**config.mk**
```make
export PLATFORM = sky130hd
export DESIGN_NAME = ysyx_24070014_ifu
export DESIGN_NICKNAME = d
export VERILOG_FILES = /design/src/rtl/ysyx_24070014_ifu.sv
export SDC_FILE = /design/constraint.sdc
export NUM_CORES = 1
export LEC_CHECK = 0
export BUFFER_PORTS_ARGS = -buffer_cell sky130_fd_sc_hd__buf_2
export CORE_MARGIN = 10
export CORE_UTILIZATION = 41
export CTS_CLUSTER_SIZE = 40
export DETAILED_ROUTE_END_ITERATION = 6
export PLACE_DENSITY_LB_ADDON = 0.3
export SKIP_CTS_REPAIR_TIMING = 1
export SLEW_MARGIN = 15
export SYNTH_ARGS = -nofsm -noshare
export SYNTH_HDL_FRONTEND = slang
export SYNTH_SLANG_ARGS = --single-unit
```
**constraint.sdc**
```tcl
create_clock -name clk -period 1.3 [get_ports clk]
set_input_delay 0.195 -clock clk [delete_from_list [all_inputs] [get_ports clk]]
set_output_delay 0.195 -clock clk [all_outputs]
set_load 0.05 [all_outputs]
```
**src/rtl/ysyx_24070014_ifu.sv**
```systemverilog
// Multicycle instruction fetch unit: PC register, one read per instruction, hands inst/inst_pc to decode.
// Latency: request accepted in cycle N, response in N+1 at the earliest, inst_valid in N+2; next request no earlier than N+4.
// Backpressure: every handshake output is decoded from the state register; wait states on ar_ready, r_valid, inst_ready and npc_valid are held off indefinitely.
// Optional feature: define YSYX_24070014_IFU_ALIGN_CHECK_EN to trap misaligned PCs without issuing a memory request.
module ysyx_24070014_ifu #(
  parameter int                   ADDR_LEN = 32,
  parameter int                   INST_LEN = 32,
  parameter logic [ADDR_LEN-1:0]  RESET_PC = ADDR_LEN'(32'h8000_0000)
) (
  input  logic                clk,
  input  logic                rst,
  output logic                mem_ar_valid,
  input  logic                mem_ar_ready,
  output logic [ADDR_LEN-1:0] mem_ar_addr,
  input  logic                mem_r_valid,
  output logic                mem_r_ready,
  input  logic [INST_LEN-1:0] mem_r_data,
  input  logic [1:0]          mem_r_resp,
  output logic                inst_valid,
  input  logic                inst_ready,
  output logic [INST_LEN-1:0] inst,
  output logic [ADDR_LEN-1:0] inst_pc,
  output logic [1:0]          inst_fault,
  input  logic                npc_valid,
  input  logic [ADDR_LEN-1:0] npc
);

  typedef enum logic [1:0] {
    S_REQ      = 2'd0,
    S_RESP     = 2'd1,
    S_DELIVER  = 2'd2,
    S_WAIT_NPC = 2'd3
  } state_t;

  state_t              state;
  logic [ADDR_LEN-1:0] pc;
  logic                fault_acc;
  logic                pc_aligned;

`ifdef YSYX_24070014_IFU_ALIGN_CHECK_EN
  logic                fault_mis;

  // A misaligned PC never reaches memory; it is reported through the normal deliver path.
  assign pc_aligned = (pc[1:0] == 2'b00);
  assign inst_fault = {fault_mis, fault_acc};
`else
  // Without the check every PC is issued as-is and the misaligned flag cannot be raised.
  assign pc_aligned = 1'b1;
  assign inst_fault = {1'b0, fault_acc};
`endif

  // Handshake outputs are pure decodes of registered state, so no input reaches an output combinationally.
  assign mem_ar_valid = (state == S_REQ) && pc_aligned;
  assign mem_ar_addr  = pc;
  assign mem_r_ready  = (state == S_RESP);
  assign inst_valid   = (state == S_DELIVER);

  // Fetch sequencer: request, wait for response, hold result for decode, then wait for writeback's next PC.
  always_ff @(posedge clk) begin
    if (rst) begin
      state     <= S_REQ;
      pc        <= RESET_PC;
      inst      <= '0;
      inst_pc   <= '0;
      fault_acc <= 1'b0;
`ifdef YSYX_24070014_IFU_ALIGN_CHECK_EN
      fault_mis <= 1'b0;
`endif
    end else begin
      case (state)
        S_REQ: begin
`ifdef YSYX_24070014_IFU_ALIGN_CHECK_EN
          if (!pc_aligned) begin
            inst      <= '0;
            inst_pc   <= pc;
            fault_acc <= 1'b0;
            fault_mis <= 1'b1;
            state     <= S_DELIVER;
          end else if (mem_ar_ready) begin
            state <= S_RESP;
          end
`else
          if (mem_ar_ready) begin
            state <= S_RESP;
          end
`endif
        end
        S_RESP: begin
          if (mem_r_valid) begin
            // Faulted words are still captured; decode decides whether to trap.
            inst      <= mem_r_data;
            inst_pc   <= pc;
            fault_acc <= |mem_r_resp;
`ifdef YSYX_24070014_IFU_ALIGN_CHECK_EN
            fault_mis <= 1'b0;
`endif
            state     <= S_DELIVER;
          end
        end
        S_DELIVER: begin
          if (inst_ready) begin
            state <= S_WAIT_NPC;
          end
        end
        S_WAIT_NPC: begin
          // Only here is npc honoured; earlier pulses from writeback are stale.
          if (npc_valid) begin
            pc    <= npc;
            state <= S_REQ;
          end
        end
        default: state <= S_REQ;
      endcase
    end
  end

endmodule

```
### After elaboration in Yosys (flattened, before gate mapping)

Cells that the tools add are included.

* eq/ne operators: 7
* muxes and demuxes: 5
* reductions and logical operators: 5

Operator list (number)
* 2-bit two-way mux: 4
* 2-bit one-hot mux with 4 select lines: 1
* 2-bit == test, second input constant: 2
* 2-bit by 1-bit != test with 1-bit output, second input constant: 2
* 2-bit != test, second input constant: 2
* 2-bit AND reduction: 2
* 4-bit AND reduction: 1
* 2-bit by 1-bit == test with 1-bit output, second input constant: 1
* 2-bit logical NOT: 1
* 2-bit OR reduction: 1

* flip-flop bits (word level): 99
* word-level logic and storage cells: 22

### Logic depth before layout (Yosys ltp)

* depth after elaboration: 3
* gate-level depth with buffers: 7

### Worst setup path before layout

OpenSTA, ideal clock, no wires.

* kind: reg-to-reg
* start: register state[1]
* end: register state[0]
* setup time: 0.116 ns
* data arrival time: 1.542 ns
* data required time: 1.184 ns
* path slack: -0.358 ns
* cell stages (with the launch flop): 6
* path buffers: 0
* clock period less this slack: 1.658 ns
* cell sequence: dfxtp_1 > inv_1 > ha_1 > nor2b_1 > or4_1 > o211a_1

* cells in the longest elaborated chain, start to end: 3

RTL lines
* from (decl): line 35 `state_t state;`
* from (signal assigned): line 61 `state <= S_REQ;`
* from (signal assigned): line 84 `state <= S_RESP;`
* from (signal assigned): line 97 `state <= S_DELIVER;`
* 2-bit by 1-bit == test with 1-bit output (*)
* via mem_r_ready: line 16 `output logic mem_r_ready,`
* 2-bit != test (no source line)
* 4-bit AND reduction (no source line)

The timed path passes the listed nets; every way through them passes the cells marked *.
A chain may end at the register's enable or synchronous reset.

### Worst setup path in the final report

* start: register state[0]
* end: register state[0]

* cells in the longest elaborated chain, start to end: 3

RTL lines
* 2-bit == test, or another cell as far along: line 70 `case (state)`
* 2-bit != test (no source line) / 2-bit by 1-bit != test with 1-bit output (equally long branches)
* 4-bit AND reduction (no source line)

Several ways; a longest one is shown, not always the timed one.

==> impl_metrics.env <==
export IMPL_worstPathMaxFanout=4
export IMPL_post_route_min_period_ps=1380
export IMPL_synth_seq_cells=99
export IMPL_cp_end_kind="register"
export IMPL_rsz0062_at_grt="true"
export IMPL_holdPathStages=3
export IMPL_cts_buffers=9
export IMPL_via_per_inst=4.88
export IMPL_path_buf_inv=0
export IMPL_rows=33
export IMPL_dr_first_iter_drc_count=144
export IMPL_groute_usage_overall_pct=15.8
export IMPL_yosysSeqAreaShare_pct=55.6
export IMPL_hold_path_startpoint="mem_r_data[30]"
export IMPL_crit_family="simple AND/OR/NAND/NOR gates"
export IMPL_synthDistinctLibCells=21
export IMPL_report_final_slew_viol_count=0
export IMPL_cts_htree_levels=3
export IMPL_vias=3533
export IMPL_area_delta_synth_final_pct=49.6
export IMPL_nets=690
export IMPL_wire_per_inst_um=15.7
export IMPL_r2r_start="state[0]$_SDFFE_PP0P_"
export IMPL_avgSynthCellArea_sq_um=7.99
export IMPL_grt_start_max_net_pins=49
export IMPL_design_area_sq_um=5330
export IMPL_reg2reg_slack_ps=-80
export IMPL_wirelength_mm=11.4
export IMPL_die_w_um=113
export IMPL_hold_path_class="in -> reg"
export IMPL_finalHoldViolCount=0
export IMPL_finalCritPeriodShare_pct=106
export IMPL_irDropWorstVdd_mv=0.837
export IMPL_antenna_found_initial=0
export IMPL_r2r_end="state[0]$_SDFFE_PP0P_"
export IMPL_overflow=0
export IMPL_globalplace_congestion=0.734
export IMPL_clk_pin_slew_ps=100
export IMPL_reg2reg_depth=4
export IMPL_coreArea_sq_um=8340
export IMPL_drc=0
export IMPL_die_height_um=113
export IMPL_maxCapViolations=0
export IMPL_placed_cells=703
export IMPL_port_buffers=171
export IMPL_drtPass1Iterations=4
export IMPL_violations="setup timing"
export IMPL_arrival_ps=1620
export IMPL_grt_pass1_wl_mm=16.9
export IMPL_synth_fp_nets=522
export IMPL_finalWorstSetupSlack_ps=-84.0
export IMPL_num_antenna_cells=0
export IMPL_cpPeakStageDelay_ps=460
export IMPL_cp_start_kind="register"
export IMPL_initial_core_util_pct=42.7
export IMPL_grt_pass1_vias=3437
export IMPL_slowest_stage="or4_1"
export IMPL_cts_tree="yes"
export IMPL_detail_route_antenna_nets=0
export IMPL_finalClockSkew_ps=11.7
export IMPL_synth_cells=446
export IMPL_cts_root_buffer="clkbuf_8"
export IMPL_dpl_cell_area_sq_um=4620
export IMPL_critPathKind="reg -> reg"
export IMPL_hpwl_mm=7.82
export IMPL_clock_sinks=99
export IMPL_setup_viol=89
export IMPL_num_io_pins=173
export IMPL_worstSkewPairLatency_ps=350
export IMPL_total_power_mw=8.47
export IMPL_power_density_nw_per_um2=1590
export IMPL_synthesis_area_sq_um=3560
export IMPL_final_cell_count_no_fill=724
export IMPL_power_leakage_nw=2.48
export IMPL_cts_buffer_depth=2
export IMPL_drive_above_1_share_pct=45.9
export IMPL_max_freq_mhz=723
export IMPL_crit_required_ps=1540
export IMPL_timing_hold_ws_ps=68.1
export IMPL_yosysWarningCount=0
export IMPL_whs_endpoint="inst[30]$_SDFFE_PP0P_"
export IMPL_status="finished, violations left"
export IMPL_dieArea_sq_um=12800
export IMPL_crit_chain="ha_2 > nor2b_4 > or4_1 > o211a_1"
==> report_power, final <==
part	switching, mW	internal (mW)	total, mW
Clock	1.03	0.951	1.98
Combinational	1.96	1.08	3.04
Sequential	0.175	3.27	3.45
==> layout by cell type, fill, tap and decap left out, types with 3 or more instances in the layout <==
cell type | Yosys | layout
clkbuf_4 | 0 | 7
buf_12 | 0 | 7
dfxtp_1 | 99 | 97
a21oi_2 | 0 | 34
nand2_4 | 0 | 22
buf_6 | 0 | 3
nand2_1 | 194 | 165
nand2_2 | 0 | 7
clkbuf_8 | 0 | 10
ha_4 | 0 | 3
a21oi_1 | 95 | 61
buf_2 | 11 | 161
buf_4 | 11 | 6
clkbuf_16 | 0 | 5
==> worst max-delay path by stage <==
stage,from,endpoint,slack (ps),cells after the start
2_1_floorplan,state[1]$_SDFFE_PP0P_,state[0]$_SDFFE_PP0P_,-100,5
3_5_place_dp,state[0]$_SDFFE_PP0P_,state[0]$_SDFFE_PP0P_,-100,4
4_1_cts,state[0]$_SDFFE_PP0P_,inst_valid,-170,3
5_1_grt,state[1]$_SDFFE_PP0P_,inst[3]$_SDFFE_PP0P_,-160,6
3_3_place_gp,state[0]$_SDFFE_PP0P_,state[0]$_SDFFE_PP0P_,-70,4
6_report,state[0]$_SDFFE_PP0P_,state[0]$_SDFFE_PP0P_,-80,4
==> stage by stage <==
stage	setup slack, ps	TNS, ps	util, %
after floorplan	-96.5	-2440	-
after global placement	-70.2	-265	55.4
after detailed placement	-98.6	-1880	55.4
after CTS	-166	-3880	57.8
after global routing	-164	-9840	64.0
final	-84.0	-2380	64.0
==> final cells by class <==
| cell class | instances | area, sq um |
|---|---|---|
| fillers | 744 | 3010 |
| flip-flops and latches | 99 | 1990 |
| multi-input cells | 309 | 1760 |
| repair buffers | 191 | 1230 |
| clock buffers | 11 | 141 |
| well taps | 105 | 131 |
| clock inverters | 5 | 60.1 |
| inverters | 4 | 20.0 |
==> cell usage after synthesis, drive strengths merged <==
cell type / n / area, sq um
mux2i: 1 / 10.0
inv: 4 / 15.0
nor2b: 3 / 26.3
o211a: 1 / 10.0
nand3b: 1 / 7.51
buf: 26 / 153
dfxtp: 99 / 1980
nand2: 194 / 728
nor2: 1 / 3.75
clkbuf: 8 / 30.0
conb: 1 / 3.75
or4: 1 / 7.51
nand2b: 2 / 12.5
and2: 2 / 12.5
a21oi: 95 / 475
a2111oi: 1 / 27.5
ha: 4 / 50.1
nor3: 2 / 10.0
==> cells by family (layout without fill, tap and decap cells) <==
kind of cell             Yosys count  after routing  share of synthesized area, %
adder cells (fa/ha/maj)            4              4                          1.40
buffers and inverters             38            211                          5.55
AND/OR/NAND/NOR                  206            206                          22.7
multiplexers                       1              1                         0.281
AO/OA/AOI/OAI                     97             97                          14.4
other                              1              1                         0.105
flip-flops                        99             99                          55.6
==> metal layers <==
| layer | global-route usage [%] | up-vias | share of wire (%) |
|---|---|---|---|
| met5 | 0 | - | 0 |
| met4 | 4.23 | 0 | 0.77 |
| met3 | 8.77 | 10 | 12 |
| met2 | 25.5 | 145 | 47 |
| met1 | 17.7 | 1620 | 40 |
| li1 | - | 1758 | - |
==> worst reg2reg max path: cells and delay by family, from the launching register on <==
family	cells	cell delay (ps)
compound gates	1	120
fa+ha+maj	1	190
flops	1	380
simple gates	2	590
==> flip-flops by register name, summed over array words and instances, names as in the netlist <==
| signal | cells |
|---|---|
| state | 2 |
| inst | 32 |
| fault_acc | 1 |
| mem_ar_addr | 32 |
| inst_pc | 32 |
Power figures use the tool's default switching activity.
